===== src/rtl/xbar_pkg.sv =====
// Shared types for the crossbar scheduler: FSM states and vector shapes.
// Vector widths default here and may be overridden on the command line.
`ifndef QW
`define QW 32
`endif
`ifndef XH
`define XH 4
`endif
`ifndef XW
`define XW 4
`endif

package xbar_pkg;

  localparam int unsigned QW = `QW;
  localparam int unsigned XH = `XH;
  localparam int unsigned XW = `XW;

  typedef enum logic [1:0] {
    IDLE,
    WAIT_XBAR,
    RESP,
    ACK
  } sched_state_t;

  // One crossbar input vector (XH elements) and one result vector (XW elements).
  typedef logic [XH-1:0][QW-1:0] vec_in_t;
  typedef logic [XW-1:0][QW-1:0] vec_out_t;

endpackage


===== src/rtl/rr_arbiter.sv =====
// Combinational round-robin priority rotation: first requester at or above
// ptr_i, wrapping past NREQ-1 back to 0. Shared by several tile resources.
module rr_arbiter #(
  parameter int unsigned NREQ = 4
) (
  input  logic [NREQ-1:0]         req_i,
  input  logic [$clog2(NREQ)-1:0] ptr_i,
  output logic [NREQ-1:0]         gnt_o,
  output logic [$clog2(NREQ)-1:0] gnt_idx_o,
  output logic                    any_o
);

  localparam int unsigned IdxW = $clog2(NREQ);

  int unsigned       cand;
  logic [IdxW-1:0]   cand_idx;

  // Scan from ptr_i upward; the first hit wins.
  always_comb begin
    gnt_o     = '0;
    gnt_idx_o = '0;
    any_o     = 1'b0;
    cand      = 0;
    cand_idx  = '0;
    for (int unsigned k = 0; k < NREQ; k++) begin
      cand     = (32'(ptr_i) + k) % NREQ;
      cand_idx = IdxW'(cand);
      if (!any_o && req_i[cand_idx]) begin
        any_o           = 1'b1;
        gnt_o[cand_idx] = 1'b1;
        gnt_idx_o       = cand_idx;
      end
    end
  end

endmodule


===== src/rtl/xbar_sched.sv =====
// Round-robin scheduler sharing one crossbar between NREQ requesters.
// One operation in flight: issue via toggle-valid, collect the result over
// valid/ready, then wait for the crossbar's ready toggle before re-arming.
module xbar_sched
  import xbar_pkg::*;
#(
  parameter int unsigned NREQ        = 4,
  parameter int unsigned TIMEOUT_CYC = 1024
) (
  input  logic                    clk,
  input  logic                    rst,
  input  logic [NREQ-1:0]         req_valid_i,
  output logic [NREQ-1:0]         req_ready_o,
  input  vec_in_t [NREQ-1:0]      req_vector_i,
  output vec_out_t                rsp_vector_o,
  output logic [NREQ-1:0]         rsp_valid_o,
  input  logic [NREQ-1:0]         rsp_ready_i,
  output vec_in_t                 xbar_vector_o,
  output logic                    xbar_valid_tg_o,
  input  logic                    xbar_ready_tg_i,
  input  vec_out_t                xbar_vector_i,
  input  logic                    xbar_valid_i,
  output logic                    xbar_ready_o,
  output logic [$clog2(NREQ)-1:0] grant_id_o,
  output logic                    busy_o,
  output logic                    timeout_o
);

  localparam int unsigned     IdxW    = $clog2(NREQ);
  localparam int unsigned     CntW    = $clog2(TIMEOUT_CYC + 1);
  localparam logic [CntW-1:0] CntMax  = CntW'(TIMEOUT_CYC);
  localparam logic [IdxW-1:0] LastIdx = IdxW'(NREQ - 1);

  sched_state_t    state_q, state_d;
  logic [IdxW-1:0] rr_ptr_q, rr_ptr_d;
  logic [IdxW-1:0] grant_id_q, grant_id_d;
  vec_in_t         xbar_vector_q, xbar_vector_d;
  logic            valid_tg_q, valid_tg_d;
  logic [CntW-1:0] wd_cnt_q, wd_cnt_d;
  logic            timeout_q, timeout_d;
  logic            rdy_s1_q, rdy_s2_q, rdy_s3_q;
  logic            rdy_edge;

  logic [NREQ-1:0] arb_gnt;
  logic [IdxW-1:0] arb_idx;
  logic            arb_any;

  rr_arbiter #(
    .NREQ (NREQ)
  ) u_arb (
    .req_i     (req_valid_i),
    .ptr_i     (rr_ptr_q),
    .gnt_o     (arb_gnt),
    .gnt_idx_o (arb_idx),
    .any_o     (arb_any)
  );

  // Ready toggle crosses in asynchronously; the third flop only remembers the
  // previous synchronized level for edge detection.
  always_ff @(posedge clk or posedge rst) begin
    if (rst) begin
      rdy_s1_q <= 1'b0;
      rdy_s2_q <= 1'b0;
      rdy_s3_q <= 1'b0;
    end else begin
      rdy_s1_q <= xbar_ready_tg_i;
      rdy_s2_q <= rdy_s1_q;
      rdy_s3_q <= rdy_s2_q;
    end
  end

  assign rdy_edge = rdy_s2_q ^ rdy_s3_q;

  // Next-state, datapath capture and handshake outputs.
  always_comb begin
    state_d       = state_q;
    rr_ptr_d      = rr_ptr_q;
    grant_id_d    = grant_id_q;
    xbar_vector_d = xbar_vector_q;
    valid_tg_d    = valid_tg_q;
    wd_cnt_d      = wd_cnt_q;
    req_ready_o   = '0;
    rsp_valid_o   = '0;
    xbar_ready_o  = 1'b0;

    unique case (state_q)
      IDLE: begin
        if (arb_any) begin
          req_ready_o   = arb_gnt;
          xbar_vector_d = req_vector_i[arb_idx];
          valid_tg_d    = ~valid_tg_q;
          grant_id_d    = arb_idx;
          wd_cnt_d      = '0;
          state_d       = WAIT_XBAR;
        end
      end
      WAIT_XBAR: begin
        if (wd_cnt_q != CntMax) wd_cnt_d = wd_cnt_q + 1'b1;
        if (xbar_valid_i) state_d = RESP;
      end
      RESP: begin
        // Requester-side backpressure passes straight through to the crossbar.
        rsp_valid_o[grant_id_q] = xbar_valid_i;
        xbar_ready_o            = rsp_ready_i[grant_id_q];
        if (xbar_valid_i && rsp_ready_i[grant_id_q]) state_d = ACK;
      end
      ACK: begin
        if (wd_cnt_q != CntMax) wd_cnt_d = wd_cnt_q + 1'b1;
        // Re-arm only once the crossbar is idle again, else the next valid
        // toggle could be missed.
        if (rdy_edge) begin
          state_d  = IDLE;
          rr_ptr_d = (grant_id_q == LastIdx) ? '0 : grant_id_q + 1'b1;
        end
      end
      default: state_d = IDLE;
    endcase

    // Sticky: the operation keeps running, only the flag reports the overrun.
    timeout_d = timeout_q | (wd_cnt_d == CntMax);
  end

  // Scheduler state and registered outputs.
  always_ff @(posedge clk or posedge rst) begin
    if (rst) begin
      state_q       <= IDLE;
      rr_ptr_q      <= '0;
      grant_id_q    <= '0;
      xbar_vector_q <= '0;
      valid_tg_q    <= 1'b0;
      wd_cnt_q      <= '0;
      timeout_q     <= 1'b0;
    end else begin
      state_q       <= state_d;
      rr_ptr_q      <= rr_ptr_d;
      grant_id_q    <= grant_id_d;
      xbar_vector_q <= xbar_vector_d;
      valid_tg_q    <= valid_tg_d;
      wd_cnt_q      <= wd_cnt_d;
      timeout_q     <= timeout_d;
    end
  end

  assign rsp_vector_o    = xbar_vector_i;
  assign xbar_vector_o   = xbar_vector_q;
  assign xbar_valid_tg_o = valid_tg_q;
  assign grant_id_o      = grant_id_q;
  assign busy_o          = (state_q != IDLE);
  assign timeout_o       = timeout_q;

endmodule


===== config.mk =====
export PLATFORM = sky130hd
export DESIGN_NAME = xbar_sched
export DESIGN_NICKNAME = d
export VERILOG_FILES = /design/src/rtl/xbar_pkg.sv /design/src/rtl/rr_arbiter.sv /design/src/rtl/xbar_sched.sv
export SDC_FILE = /design/constraint.sdc
export NUM_CORES = 1
export LEC_CHECK = 0
export ABC_AREA = 1
export BUFFER_PORTS_ARGS = -buffer_cell sky130_fd_sc_hd__buf_2
export CORE_AREA = 2 2 362 364
export CTS_BUF_LIST = sky130_fd_sc_hd__clkbuf_8
export DETAILED_ROUTE_END_ITERATION = 8
export DIE_AREA = 0 0 364 366
export PLACE_DENSITY = 0.34
export SYNTH_ARGS = -nofsm -noshare
export SYNTH_HDL_FRONTEND = slang
export SYNTH_HIERARCHICAL = 1
export SYNTH_SLANG_ARGS = --single-unit

===== constraint.sdc =====
create_clock -name clk -period 5.2 [get_ports clk]
set_clock_uncertainty 0.05 [all_clocks]
set_input_delay 0.26 -clock clk [delete_from_list [all_inputs] [get_ports clk]]
set_output_delay 0.26 -clock clk [all_outputs]
set_load 0.05 [all_outputs]

## Yosys cells after proc, flatten, opt, wreduce, memory -nomap -nowiden

Cells that the tools add are included.
W data, S select, Z words.

- Add/sub/neg operators: 5
- Multipliers: 0
- Divide/modulo/power cells: 0
- Order comparisons: 11
- Equality and inequality tests: 10
- Shift-type cells: 0
- Muxes and demuxes: 47
- Bitwise logic cells: 7
- Reduce and logical (&&, ||, !) cells: 18

Operator list:

| cell | count |
|---|---|
| $bmux W128 S2 | 1 |
| $mux W128 | 1 |
| $mux W4 | 7 |
| $mux W11 | 2 |
| $pmux W11 S2 | 1 |
| $lt A2 B3 Y1 const B | 6 |
| $mux W2 | 9 |
| $mux W1 | 15 |
| $or A4 B4 Y4 | 3 |
| $add A11 B1 Y11 const B | 1 |
| $eq A11 B11 Y1 const B | 1 |
| $ne A11 B11 Y1 const B | 1 |
| $bmux W1 S2 | 5 |
| $demux W1 S2 | 5 |
| $ge A2 B1 Y1 const B | 5 |
| $logic_and A1 B1 Y1 | 9 |
| $ne A2 B2 Y1 const B | 4 |
| $pmux W2 S4 | 1 |
| $eq A2 B2 Y1 const B | 3 |
| $add A2 B1 Y2 const B | 2 |
| $add A2 B2 Y2 const B | 2 |
| $and A4 B4 Y4 | 1 |
| $reduce_and A2 Y1 | 2 |
| $reduce_and A4 Y1 | 1 |
| 8 further kinds | 10 |

- Register bits after elaboration: 150
- Bits in latches: 0
- Bits in writable memories: 0
- ROM bits: 0
- Input port bits: 652
- Output and inout bits: 270
- Logic and storage cells: 111
- Memories kept: 0

## Longest topological paths before layout

- Depth after elaboration: 16
- Depth in mapped cells: 18

## Modules after synthesis

The synthesis kept the hierarchy.

By module, submodules not included:

| module | times used | cells each | area each (µm²) | sequential area each (µm²) |
|---|---|---|---|---|
| xbar_sched | 1 | 1602 | 10606.4 | 3753.6 |
| rr_arbiter | 1 | 74 | 430.4 | 0.0 |

## Worst setup path after synthesis

OpenSTA, ideal clock, no wires.

- Path kind: reg-to-output
- Start point: register rr_ptr_q[0]
- End point: output port req_ready_o[0]
- Arrival time: 2470 ps
- Data required time: 4890 ps
- Slack: 2420 ps
- Stages on the path, launching flop included: 12
- Cell sequence: dfrtp_1 > inv_2 > ha_1 > inv_1 > nand2_1 > nand2_2 > nor2_4 > buf_6 > nand4_1 > nand2_1 > clkbuf_1 > nor2_1

- Cells in the longest elaborated chain, start to end: 14
- Elaborated cells between the ends (all ways): 50

Ends and longest elaborated chain:

| what | RTL line | text |
|---|---|---|
| start, declared | xbar_sched.sv:35 | `logic [IdxW-1:0] rr_ptr_q, rr_ptr_d;` |
| start signal, assigned | xbar_sched.sv:135 | `rr_ptr_q <= rr_ptr_d;` |
| branches (longest 11 deep; another with $add A2 B1 Y2) | n/a |  |
| $mux W1 (*) | rr_arbiter.sv:28 | `if (!any_o && req_i[cand_idx]) begin` |
| named net arb_any | xbar_sched.sv:46 | `logic arb_any;` |
| $mux W4 (*) | xbar_sched.sv:88 | `if (arb_any) begin` |
| $mux W4 (*) | xbar_sched.sv:86 | `unique case (state_q)` |
| end, declared | xbar_sched.sv:13 | `output logic [NREQ-1:0] req_ready_o,` |

Mark *: on every way through the listed nets, which the timed path passes. The select of a mux whose other input is x is not followed.

## Final worst setup path

- Start point: register rr_ptr_q[0]
- End point: register xbar_vector_q (netlist bit xbar_vector_o[65])

- Cells in the longest elaborated chain, start to end: 14
- Elaborated cells between the ends (all ways): 28

Ends and longest elaborated chain:

| what | RTL line | text |
|---|---|---|
| branches (longest 11 deep; another with $add A2 B1 Y2) | n/a |  |
| $mux W2 (*) | rr_arbiter.sv:28 |  |
| named net arb_idx[1] | xbar_sched.sv:45 | `logic [IdxW-1:0] arb_idx;` |
| $bmux W128 S2 (*) | xbar_sched.sv:90 | `xbar_vector_d = req_vector_i[arb_idx];` |
| $mux W128 (implied by the code) (*) | xbar_sched.sv:90 |  |
| end signal, assigned | xbar_sched.sv:137 | `xbar_vector_q <= xbar_vector_d;` |
| end, declared | xbar_sched.sv:37 | `vec_in_t xbar_vector_q, xbar_vector_d;` |

Marked as above.
A chain may end at the register's enable or synchronous reset.

==> results.tsv <==
stage	metric	value	unit
outcome	status	finished, final reports clean	
yosys	synth-edff-count	0	
placement	dpl_cell_area	15400	µm²
placement	place_congestion	0.871	
sta	worst_hold_slack	0.115	ns
yosys	synth_compound_area_share	19.9	%
layout	fill_cells	15100	
sta	hold_viol_final	0	
die	rows	132	
sta	worstMarginPinSlew	0.924	ns
setup_path	arrival	5.24	ns
hold_path	hp-class	in -> reg	
clock_network	clockBufferDepth	2	
clock_network	cts_num_sinks	150	
layout	seqCellArea	3750	µm²
layout	synthToLayoutAreaGrowth	72.4	%
clock_network	htree_num_levels	4	
setup_path	critPathBufInv	7	
power	p_seq_share	11.9	%
setup_path	cp-end-kind	flop	
yosys	syn_nets	2343	
sta	min_period	4.77	ns
run	maxCapViolCount	0	
setup_path	reg2reg_depth	16	
drt	routed_wl	74700	µm
die	core_area	129000	µm²
clock_network	cts_made_buffers	17	
yosys	netlist_area	11000	µm²
sta	slew_viol_final	0	
power	power.switching	9.88	mW
yosys	synth_fa_ha_area_share	1.70	%
power	p_sw_share	56.6	%
yosys	async_flop_share	100	%
clock_network	cts_tree	built	
sta	timing.final.crit_share	91.7	%
power	p_int	7.58	mW
drt	initialDrtViolationCount	638	
yosys	ys.flop_type	dfrtp_1	
die	ioPinCount	922	
drt	routed-via-count	14400	
setup_path	cp_top_family	buffers and inverters	
drt	vias_per_cell	3.41	
sta	fin_ws	0.429	ns
layout	nets	3129	
sta	finalSetupTns	0	ns
yosys	synthCells	1676	
placement	portBuffers	665	
sta	max_freq	210	MHz
global_route	antenna_found_initial	21	
yosys	synth_top_family_by_area	simple AND/OR/NAND/NOR gates	
setup_path	cp_max_fo	75	
setup_path	slowest_delay	0.58	ns
setup_path	required	5.67	ns
die	die_area	133000	µm²
setup_path	start_kind	flop	
power	pwr-share-comb	81.9	%
drt	routedWlPerCell	17.7	µm
sta	relSlewSlack	38.4	%
setup_path	crit_path_top_delay_cell	dlygate4sd3_1	
die	die_w	364	µm
clock_network	clock_latency	0.59	ns
placement	dp_hpwl	57900	µm
sta	rsz0062_at_grt	false	
layout	drive_above_1_share	30.8	%
global_route	grt_pass1_wl	101000	µm
yosys	synth_mux_area_share	0.102	%
sta	finalSetupViolCount	0	
yosys	synth-seq-cells	150	
drt	drcViolationCount	0	
layout	multi_input_area	5670	µm²
setup_path	critPathKind	reg -> reg	
power	finalPower	17.5	mW
yosys	ys_types	32	
yosys	synth.avg_cell_area	6.59	µm²
power	p_per_area	918	nW/µm²
global_route	grt_pass1_vias	14800	
clock_network	clk_pin_slew	0.09	ns
layout	final_common_cell	buf_2	
drt	dr.pass1.iters	5	
setup_path	worstPathCellList	inv_2 -> ha_1 -> inv_1 -> nand2_1 -> nand2_2 -> nor2_4 -> nand3_1 -> nand3_4 -> buf_12 -> clkinv_8 -> buf_12 -> nor2_1 -> o21ai_0 -> dlygate4sd3_1 -> a31oi_1 -> dlygate4sd3_1	
power	power_frac_clock	6.1	%
die	start_util	8.56	%
hold_path	holdPathStages	5	
yosys	ys_warn_count	6	
yosys	yosysSeqAreaShare	34.0	%
power	ir_drop	0.449	mV
global_route	grt_max_degree	123	
power	leakagePower	8.65	nW
layout	finalInstanceArea	19000	µm²
yosys	synth-simple-area-share	28.9	%
drt	antenna_left	0	
layout	layout_common_cells	665 x buf_2, 464 x nor2_1, 310 x dlygate4sd3_1, 280 x nand2_1, 260 x o21ai_0	
global_route	grt-ovfl-total	0	
yosys	synth-xor-area-share	0.159	%
global_route	grt_usage	10.6	%
setup_path	cp.depth	16	
die	dieHeight	366	µm
placement	pre_cts_ws	1.09	ns
clock_network	root_buffer	clkbuf_8	
## stage by stage
| step | utilization, % | instances |
|---|---|---|
| 6_report | 14.8 | 4221 |
| 5_1_grt | 14.8 | 4220 |
| 4_1_cts | 14.7 | 4210 |
| 3_5_place_dp | 12.0 | 3868 |
| 3_3_place_gp | 12.0 | 3868 |
| 2_1_floorplan | - | 1676 |
## kinds of logic after synthesis
group,Yosys count
AOI/OAI and AO/OA,405
xor gates and xnor gates,2
adders and majority gates,15
buffers and inverters,293
DFF,150
muxes,1
and+or+nand+nor,810
## cell usage after synthesis (10+ instances only)
cell / n / share of area, %
nand2_2: 12 / 0.68
o21ai_0: 260 / 12
nor2_1: 464 / 16
buf_2: 45 / 2.0
nand2_1: 281 / 9.6
inv_1: 48 / 1.6
ha_1: 15 / 1.7
buf_1: 10 / 0.34
a31oi_1: 58 / 3.3
o22ai_1: 70 / 4.0
a21oi_1: 10 / 0.45
nand3_1: 28 / 1.3
dfrtp_1: 150 / 34
buf_4: 134 / 9.1
nand4_1: 10 / 0.57
clkbuf_1: 50 / 1.7
## metal layers
layer | track usage [%] | vias up | wire length [µm]
met4 | 4.25 | 20 | 2200
li1 | - | 6964 | -
met5 | 0 | - | 132
met3 | 3.84 | 117 | 6260
met2 | 17.1 | 591 | 33900
met1 | 12.8 | 6691 | 32200
## worst register-to-register path, stage by stage (launching register included)
cell	delay (ns)
dfrtp_1	0.55
inv_2	0.18
ha_1	0.41
inv_1	0.11
nand2_1	0.09
nand2_2	0.06
nor2_4	0.24
nand3_1	0.51
nand3_4	0.26
buf_12	0.15
clkinv_8	0.24
buf_12	0.32
nor2_1	0.17
o21ai_0	0.08
dlygate4sd3_1	0.58
a31oi_1	0.16
dlygate4sd3_1	0.57
## cell type report
cell class	instances	area share, %
Timing Repair Buffer	1006	35.6
Sequential cell	150	19.7
Antenna cell	4	0.0526
Multi-Input combinational cell	1235	29.8
Clock inverter	15	0.947
Tap cell	1742	11.5
Clock buffer	17	1.23
Inverter	52	1.21
## power groups by stage
| stage | Combinational, mW | Clock (mW) | Sequential, mW |
|---|---|---|---|
| finish | 14.3 | 1.07 | 2.09 |
| CTS | 14.2 | 1.17 | 2.11 |
| global route | 15.7 | 1.19 | 2.16 |
| floorplan | 6.16 | 0 | 3.72 |
| detailed placement | 11.6 | 0 | 2.13 |
| global placement | 11.7 | 0 | 2.12 |
## flip-flops by register name (all words and copies together) (netlist names)
name / cells
rr_ptr_q: 2
rdy_s2_q: 1
xbar_vector_o: 128
xbar_valid_tg_o: 1
timeout_o: 1
rdy_s3_q: 1
rdy_s1_q: 1
state_q: 2
wd_cnt_q: 11
grant_id_o: 2
## final timing paths
kind / from / end / slack, ns
worst min register to register: rdy_s1_q$_DFF_PP0_ / rdy_s2_q$_DFF_PP0_ / 0.32
worst max register to register: rr_ptr_q[0]$_DFFE_PP0P_ / xbar_vector_o[65]$_DFFE_PP0P_ / 0.43
min in group asynchronous: rst / state_q[0]$_DFFE_PP0P_ / 0.19
max in group asynchronous: rst / xbar_vector_o[12]$_DFFE_PP0P_ / 3.90
worst min-delay path: req_vector_i[490] / xbar_vector_o[106]$_DFFE_PP0P_ / 0.11
worst max-delay path: rr_ptr_q[0]$_DFFE_PP0P_ / xbar_vector_o[65]$_DFFE_PP0P_ / 0.43
## what timing repair did
action                                 4_1_cts  5_1_grt
endpoints found under the hold margin      194        0
gates resized for setup                      0        3
hold buffers                               310        0
setup endpoints to repair                    0       24
buffers inserted                             0        5
Note: power is estimated with default switching activity, not from simulation.
